<file path="config.mk">
export PLATFORM = sky130hd
export DESIGN_NAME = adc_uart_tx
export DESIGN_NICKNAME = d
export VERILOG_FILES = /design/src/rtl/adc_uart_tx.sv
export SDC_FILE = /design/constraint.sdc
export NUM_CORES = 1
export LEC_CHECK = 0
export CAP_MARGIN = 10
export CORE_UTILIZATION = 40
export DETAILED_ROUTE_END_ITERATION = 7
export GPL_TIMING_DRIVEN = 0
export PLACE_DENSITY = 0.57
export SLEW_MARGIN = 20
export SYNTH_ARGS = -nofsm -noshare
export SYNTH_HDL_FRONTEND = slang
export SYNTH_SLANG_ARGS = --single-unit
</file>
<file path="constraint.sdc">
create_clock -name clk -period 1.9 [get_ports clk]
set_input_delay 0.19 -clock clk [delete_from_list [all_inputs] [get_ports clk]]
set_output_delay 0.19 -clock clk [all_outputs]
set_load 0.01 [all_outputs]
</file>
<file path="src/rtl/adc_uart_tx.sv">
// adc_uart_tx: 8N1 UART transmitter for ADC samples with a one-deep pending buffer and overrun pulse.
// Define ADC_UART_HEX_EN to send each sample as four ASCII bytes (hex high, hex low, CR, LF).
module adc_uart_tx #(
  parameter int CLK_HZ = 16000000,
  parameter int BAUD = 115200,
  parameter int ADC_WIDTH = 8
) (
  input  logic                 clk,
  input  logic                 rstn,
  input  logic [ADC_WIDTH-1:0] sample_in,
  input  logic                 sample_rdy,
  output logic                 serial_out,
  output logic                 busy,
  output logic                 overrun
);
  localparam int DIV = (CLK_HZ + BAUD / 2) / BAUD;
  localparam int BW = DIV > 1 ? $clog2(DIV) : 1;
  typedef enum logic [1:0] {IDLE, START, DATA, STOP} state_t;
  state_t state, state_d;
  logic rdy_q, buf_full, rise, tick, take, more, line_d, busy_d;
  logic [7:0] buf_q, sh, load_byte;
  logic [BW-1:0] baud_cnt;
  logic [2:0] bit_cnt;
  assign rise = sample_rdy & ~rdy_q;
  assign tick = baud_cnt == BW'(DIV - 1);
  // The buffer is consumed only when a whole new message begins.
  assign take = buf_full && (state == IDLE || (state == STOP && tick && !more));
  if (ADC_WIDTH > 8) begin : g_lsb
    logic unused_lsb;
    assign unused_lsb = ^sample_in[ADC_WIDTH-9:0];
  end
`ifdef ADC_UART_HEX_EN
  logic [7:0] msg_q;
  logic [1:0] byte_idx;
  function automatic logic [7:0] hex_char(input logic [3:0] n);
    return n < 4'd10 ? 8'h30 + {4'h0, n} : 8'h37 + {4'h0, n};
  endfunction
  function automatic logic [7:0] msg_byte(input logic [7:0] s, input logic [1:0] i);
    return i == 2'd0 ? hex_char(s[7:4]) : i == 2'd1 ? hex_char(s[3:0]) : i == 2'd2 ? 8'h0D : 8'h0A;
  endfunction
  assign more = byte_idx != 2'd3;
  assign load_byte = take ? msg_byte(buf_q, 2'd0) : msg_byte(msg_q, byte_idx + 2'd1);
  always_ff @(posedge clk or negedge rstn)
    if (!rstn) begin
      msg_q <= '0;
      byte_idx <= '0;
    end else if (take) begin
      msg_q <= buf_q;
      byte_idx <= '0;
    end else if (state == STOP && tick && more) byte_idx <= byte_idx + 2'd1;
`else
  assign more = 1'b0;
  assign load_byte = buf_q;
`endif
  always_ff @(posedge clk or negedge rstn)
    if (!rstn) state <= IDLE;
    else state <= state_d;
  always_comb begin
    state_d = state;
    case (state)
      IDLE:    if (buf_full) state_d = START;
      START:   if (tick) state_d = DATA;
      DATA:    if (tick && bit_cnt == 3'd7) state_d = STOP;
      STOP:    if (tick) state_d = (more || buf_full) ? START : IDLE;
      default: state_d = IDLE;
    endcase
  end
  // Line value for the coming cycle; registered so the pin never glitches.
  always_comb begin
    line_d = state_d == START ? 1'b0 : state_d == DATA ? (tick ? sh[0] : serial_out) : 1'b1;
    busy_d = state_d != IDLE;
  end
  always_ff @(posedge clk or negedge rstn)
    if (!rstn) begin
      rdy_q <= 1'b0;
      buf_q <= '0;
      buf_full <= 1'b0;
      overrun <= 1'b0;
      baud_cnt <= '0;
      bit_cnt <= '0;
      sh <= '0;
      serial_out <= 1'b1;
      busy <= 1'b0;
    end else begin
      rdy_q <= sample_rdy;
      overrun <= rise & buf_full & ~take;
      if (rise) buf_q <= sample_in[ADC_WIDTH-1 -: 8];
      buf_full <= rise | (buf_full & ~take);
      baud_cnt <= (state == IDLE || tick) ? '0 : baud_cnt + BW'(1);
      bit_cnt <= state != DATA ? '0 : bit_cnt + {2'b0, tick};
      if (take || (state == STOP && tick && more)) sh <= load_byte;
      else if (state_d == DATA && tick) sh <= sh >> 1;
      serial_out <= line_d;
      busy <= busy_d;
    end
endmodule

</file>
# --- Word level (Yosys, flattened, before mapping) ---
# Index checks and enable logic that the tools add are counted.
word_totals:
  regBits: 34
  inputBits: 11
  output_inout_bits: 3
  wordCells: 50
classes:
  addsub: 2
  n_eq_ne: 9
  n_mux: 13
  n_bitwise: 7
  reduce_logical: 9
ops:
  columns: ["cell", "count"]
  rows:
  - ["two-way mux 8 bit", 3]
  - ["adder 8 x 1 -> 8 bit (second input constant)", 1]
  - ["== test 8 bit (second input constant)", 1]
  - ["two-way mux 2 bit", 4]
  - ["case mux 2 bit (4 select lines)", 1]
  - ["== test 2 bit (second input constant)", 3]
  - ["bitwise AND 1 bit", 4]
  - ["== test 2 x 1 -> 1 bit (second input constant)", 2]
  - ["logical AND 1 bit", 4]
  - ["two-way mux 1 bit", 4]
  - ["nonzero test 2 bit", 2]
  - ["adder 3 x 1 -> 3 bit", 1]
  - ["== test 3 bit (second input constant)", 1]
  - ["two-way mux 3 bit", 1]
  - ["inequality test 3 bit (second input constant)", 1]
  - ["zero test 2 bit", 1]
  - ["logical OR 1 bit", 2]
  - ["inequality test 2 bit (second input constant)", 1]
  - ["NOT 1 bit", 2]
  - ["bitwise OR 1 bit", 1]

# --- Depth between registers and ports, before layout ---
logic_depth:
  ltp_word: 8
  ltp_mapped: 10
  ltp_nobuf: 9

# --- Least setup slack after synthesis ---
# Ideal clock, no wire load.
synth_timing:
  path_type: "reg-to-reg"
  from: "reg baud_cnt[0]"
  to: "reg bit_cnt[2]"
  setup_ps: 119
  arrival_time_ps: 1728
  t_required_ps: 1781
  setup_slack_ps: 53
  path_stages_with_launch: 11
  n_path_buf: 1
  path_cell_list: "dfrtp_1 > inv_1 > ha_1 > and3b_1 > nand2_2 > inv_2 > buf_4 > ha_1 > ha_1 > xor2_1 > and2_1"
synth_via:
  elab_chain_len: 3
synth_rtl:
  columns: ["element", "line_no", "text"]
  rows:
  - ["start, declared", "22", "logic [BW-1:0] baud_cnt;"]
  - ["start signal, assigned", "89", "baud_cnt <= (state == IDLE || tick) ? '0 : baud_cnt + BW'(1);"]
  - ["== test 8 bit", "25", "assign tick = baud_cnt == BW'(DIV - 1);"]
  - ["adder 3 x 1 -> 3 bit", "90", "bit_cnt <= state != DATA ? '0 : bit_cnt + {2'b0, tick};"]
  - ["two-way mux 3 bit", "90", null]
  - ["end signal, assigned", "90", null]
  - ["end, declared", "23", "logic [2:0] bit_cnt;"]
# Every way passes these cells.
# A chain may end at the register's enable or synchronous reset.

# --- Worst setup path in the final report ---
layout_timing:
  from: "reg baud_cnt[6]"
  to: "reg bit_cnt[2]"
# The elaborated chain is that of the path after synthesis.

==> results.md <==
* Status: complete, no violations
* Int Pwr at 1490 uW
* Power density cells at 1090 nW/um^2
* FP Rows at 22
* Vias in the first global route at 1171
* Seq/Total Area, Yosys at 54.3%
* Ys Warns at 0
* Total via count in the routed design at 1123
* Port Buf Inserts at 13
* DRC viols at 0
* Inserted Clock Buffers at 5
* First-pass GRT wire length at between 5000 and 6000 microns
* Avg Synthesized Cell Area at between 10 and 15 sq um
* Gpl congestion at 0.819
* Flop pwr share at 49.4%
* Sw power at 635 uW
* Switching share of power at roughly 30%
* Core ar. at approximately 3700 sq um
* Final Core Density at 52.2%
* CP Class: reg2reg
* R2R depth at 7
* Worst setup SP type: flip-flop
* Crit path required time at about 2.1 ns
* Remaining antenna violation count at 0
* #FFs+latches synth at 34
* Later-pin clock latency in the skew report at 0.28 ns
* Slew margin rel. at between 50% and 60%
* Detailed Route WL at 2800 microns
* Nets@finish at 184
* Mapped cell area at 1570 sq um
* Initial antenna violation count at 0
* HPWL after detailed placement at 1900 microns
* HP Class: in2async
* DR pass1 iterations at 4
* WP data arrival at 2.03 ns
* Period minus WS final at 1.81 ns
* Mapped Cells at 142
* FMAX at 0.553 GHz
* Commonest non-fill, non-tap cell in the layout: dfrtp_1
* Synth area leaders: dfrtp_1 (53%), mux2_2 (5.0%), nand3_1 (4.1%)
* Slew at the pin closest to its max-slew limit at 0.611 ns
* CP Max Fanout at 12
* Clock power share at 25.2%
* Syn Nets at 157
* Setup TNS at 0 ns
* Comb power frac at 25.3%
* Final Setup Violations at 0
* Diode count at 0
* Netlist cell types at 36
* Sequential Area at 852 sq um
* Max Transition Viols Final at 0
* I/O pin cnt at 14
* Routed vias/inst at 5.15
* Multi-input logic area at 679 sq um
* Ratio of cells with drive above 1 in the final layout at 20.6%
* Clk buf depth at 2
* Worst R2R End: bit_cnt[2]$_DFF_PN0_
* Most frequent cells in the layout: dfrtp_1 (33), nor2_1 (17), nand3_1 (13)
* H-tree Lvls at 2
* Worst setup path startpoint: baud_cnt[6]$_DFF_PN0_
* DR WL/cell at 12.8 microns
* Largest net degree at the start of global routing at 19
* CTS Root Buffer Type: clkbuf_8
* Die extent in y at 64.6 microns
* Synth-to-Final Area Change at 23.5%
* Worst r2r src: baud_cnt[6]$_DFF_PN0_
* Worst R2R Setup Slack at 0.09 ns
* Clock slew at reported path FFs at ~0.07 ns
* Die area at 4180 sq um
* Final worst path period share at 95.2%
* # clock sinks at 34
* Starting density of the core at around 42%
* Total GRT Usage at around 17%
* Top cell type's share of synthesized area at around 53%
* Worst IR drop on VDD at 0.467 mV
* Hold violation total from the final report at 0
* Worst setup EP type: flip-flop
* Worst Setup EP: bit_cnt[2]$_DFF_PN0_
* TritonCTS clock tree: yes
* GRT overflow at 0
* Number of max-cap violations at 0
* Die Wd at 64.6 microns
* Initial DRC count at 41
* RSZ-0062 raised after global routing: true
* Leakage at 0.000865 uW
* Dominant cell type by area after synthesis: dfrtp_1
* Clock Skews at approximately 0.003 ns
* Fill count at approximately 340
[Yosys cell counts]
library cell	number
dfrtp_1	33
nor2_1	17
nand3_1	13
a31oi_1	8
mux2_2	7
o21ai_1	6
xor2_1	6
and2_1	5
buf_2	4
ha_1	4
inv_1	4
nand2_1	4
and3_1	3
o21ai_0	3
a21oi_1	2
nor2b_1	2
xnor2_1	2
a21bo_2	1
a21boi_1	1
a21o_1	1
a221o_1	1
a41oi_2	1
and3b_1	1
buf_1	1
buf_4	1
dfstp_2	1
inv_2	1
mux4_2	1
nand2_2	1
nand2b_1	1
nor3b_1	1
nor4b_4	1
o211ai_1	1
o21ai_2	1
o31ai_1	1
or2_1	1
[cells by family after synthesis]
logic type,Yosys count,synth area share (%)
DFF,34,54.3
adders and majority gates,4,3.19
and+or+nand+nor,50,16.9
xor gates and xnor gates,8,4.47
AOI/OAI and AO/OA,27,11.5
muxes,8,6.46
buffers and inverters,11,3.19
[routing by layer]
| metal | track usage [%] | vias to the layer above | routed length, microns | part of all wire (%) |
|---|---|---|---|---|
| met5 | 0 | - | 0 | 0 |
| met4 | 8.06 | 0 | 46 | 1.6 |
| met3 | 5.81 | 5 | 108 | 3.9 |
| met2 | 26.8 | 26 | 1350 | 48 |
| met1 | 19.6 | 542 | 1290 | 46 |
| li1 | - | 550 | - | - |
[sequential cells by signal, indices dropped and copies added (netlist names)]
name / flops
baud_cnt: 8
busy: 1
overrun: 1
serial_out: 1
buf_full: 1
bit_cnt: 3
rdy_q: 1
state: 2
sh: 8
buf_q: 8
[worst min path at each step]
| stage | end | start | cells after the start | slack, ns |
|---|---|---|---|---|
| 2_1_floorplan | baud_cnt[0]$_DFF_PN0_ | rstn | 0 | -0.11 |
| 5_1_grt | rdy_q$_DFF_PN0_ | sample_rdy | 1 | 0.37 |
| 3_5_place_dp | bit_cnt[2]$_DFF_PN0_ | rstn | 1 | 0.15 |
| 6_report | bit_cnt[2]$_DFF_PN0_ | rstn | 2 | 0.37 |
| 4_1_cts | rdy_q$_DFF_PN0_ | sample_rdy | 1 | 0.36 |
| 3_3_place_gp | buf_q[6]$_DFFE_PN0P_ | buf_q[6]$_DFFE_PN0P_ | 1 | 0.49 |
[cell type report]
cell class / count / area share [%]
Tap cell: 48 / 3.10
Buffer: 5 / 1.36
Clock buffer: 7 / 4.45
Timing Repair Buffer: 21 / 10.7
Inverter: 5 / 1.10
Clock inverter: 1 / 0.258
Multi-Input combinational cell: 97 / 35.1
Sequential cell: 34 / 44.0
[repair_timing]
action | CTS | global route
resized for setup | 0 | 4
pin swaps | 0 | 1
setup endpoints to repair | 2 | 2
hold buffers | 1 | 0
setup buffers | 2 | 4
hold endpoints to repair | 16 | 0
gates cloned | 0 | 0
[power groups by stage]
stage	clock, uW	sequential, uW	combinational (uW)
global placement	0	1070	430
finish	535	1050	538
floorplan	0	1040	335
CTS	559	1050	504
global route	592	1070	625
detailed placement	0	1080	446
[worst max-delay path, cell delays in order (launching register included)]
cell and delay (ns):
dfrtp_1 0.43, nor4b_4 0.42, nand2_2 0.15, inv_4 0.16, ha_1 0.17, ha_1 0.15
xor2_1 0.14, and2_1 0.14
[through the flow]
stage / cell area [sq um] / setup slack [ns] / power [uW] / instances / hold WS [ns]
final: 1940 / 0.0920 / 2120 / 218 / 0.371
after global routing: 1940 / -0.0341 / 2290 / 218 / 0.369
after detailed placement: 1780 / -0.0830 / 1520 / 204 / 0.152
after global placement: 1760 / -0.0850 / 1500 / 203 / 0.493
after CTS: 1900 / 0.00264 / 2110 / 215 / 0.364
after floorplan: 1570 / 0.0533 / 1380 / 142 / -0.106
No activity file was read; power rests on OpenSTA's default activity.
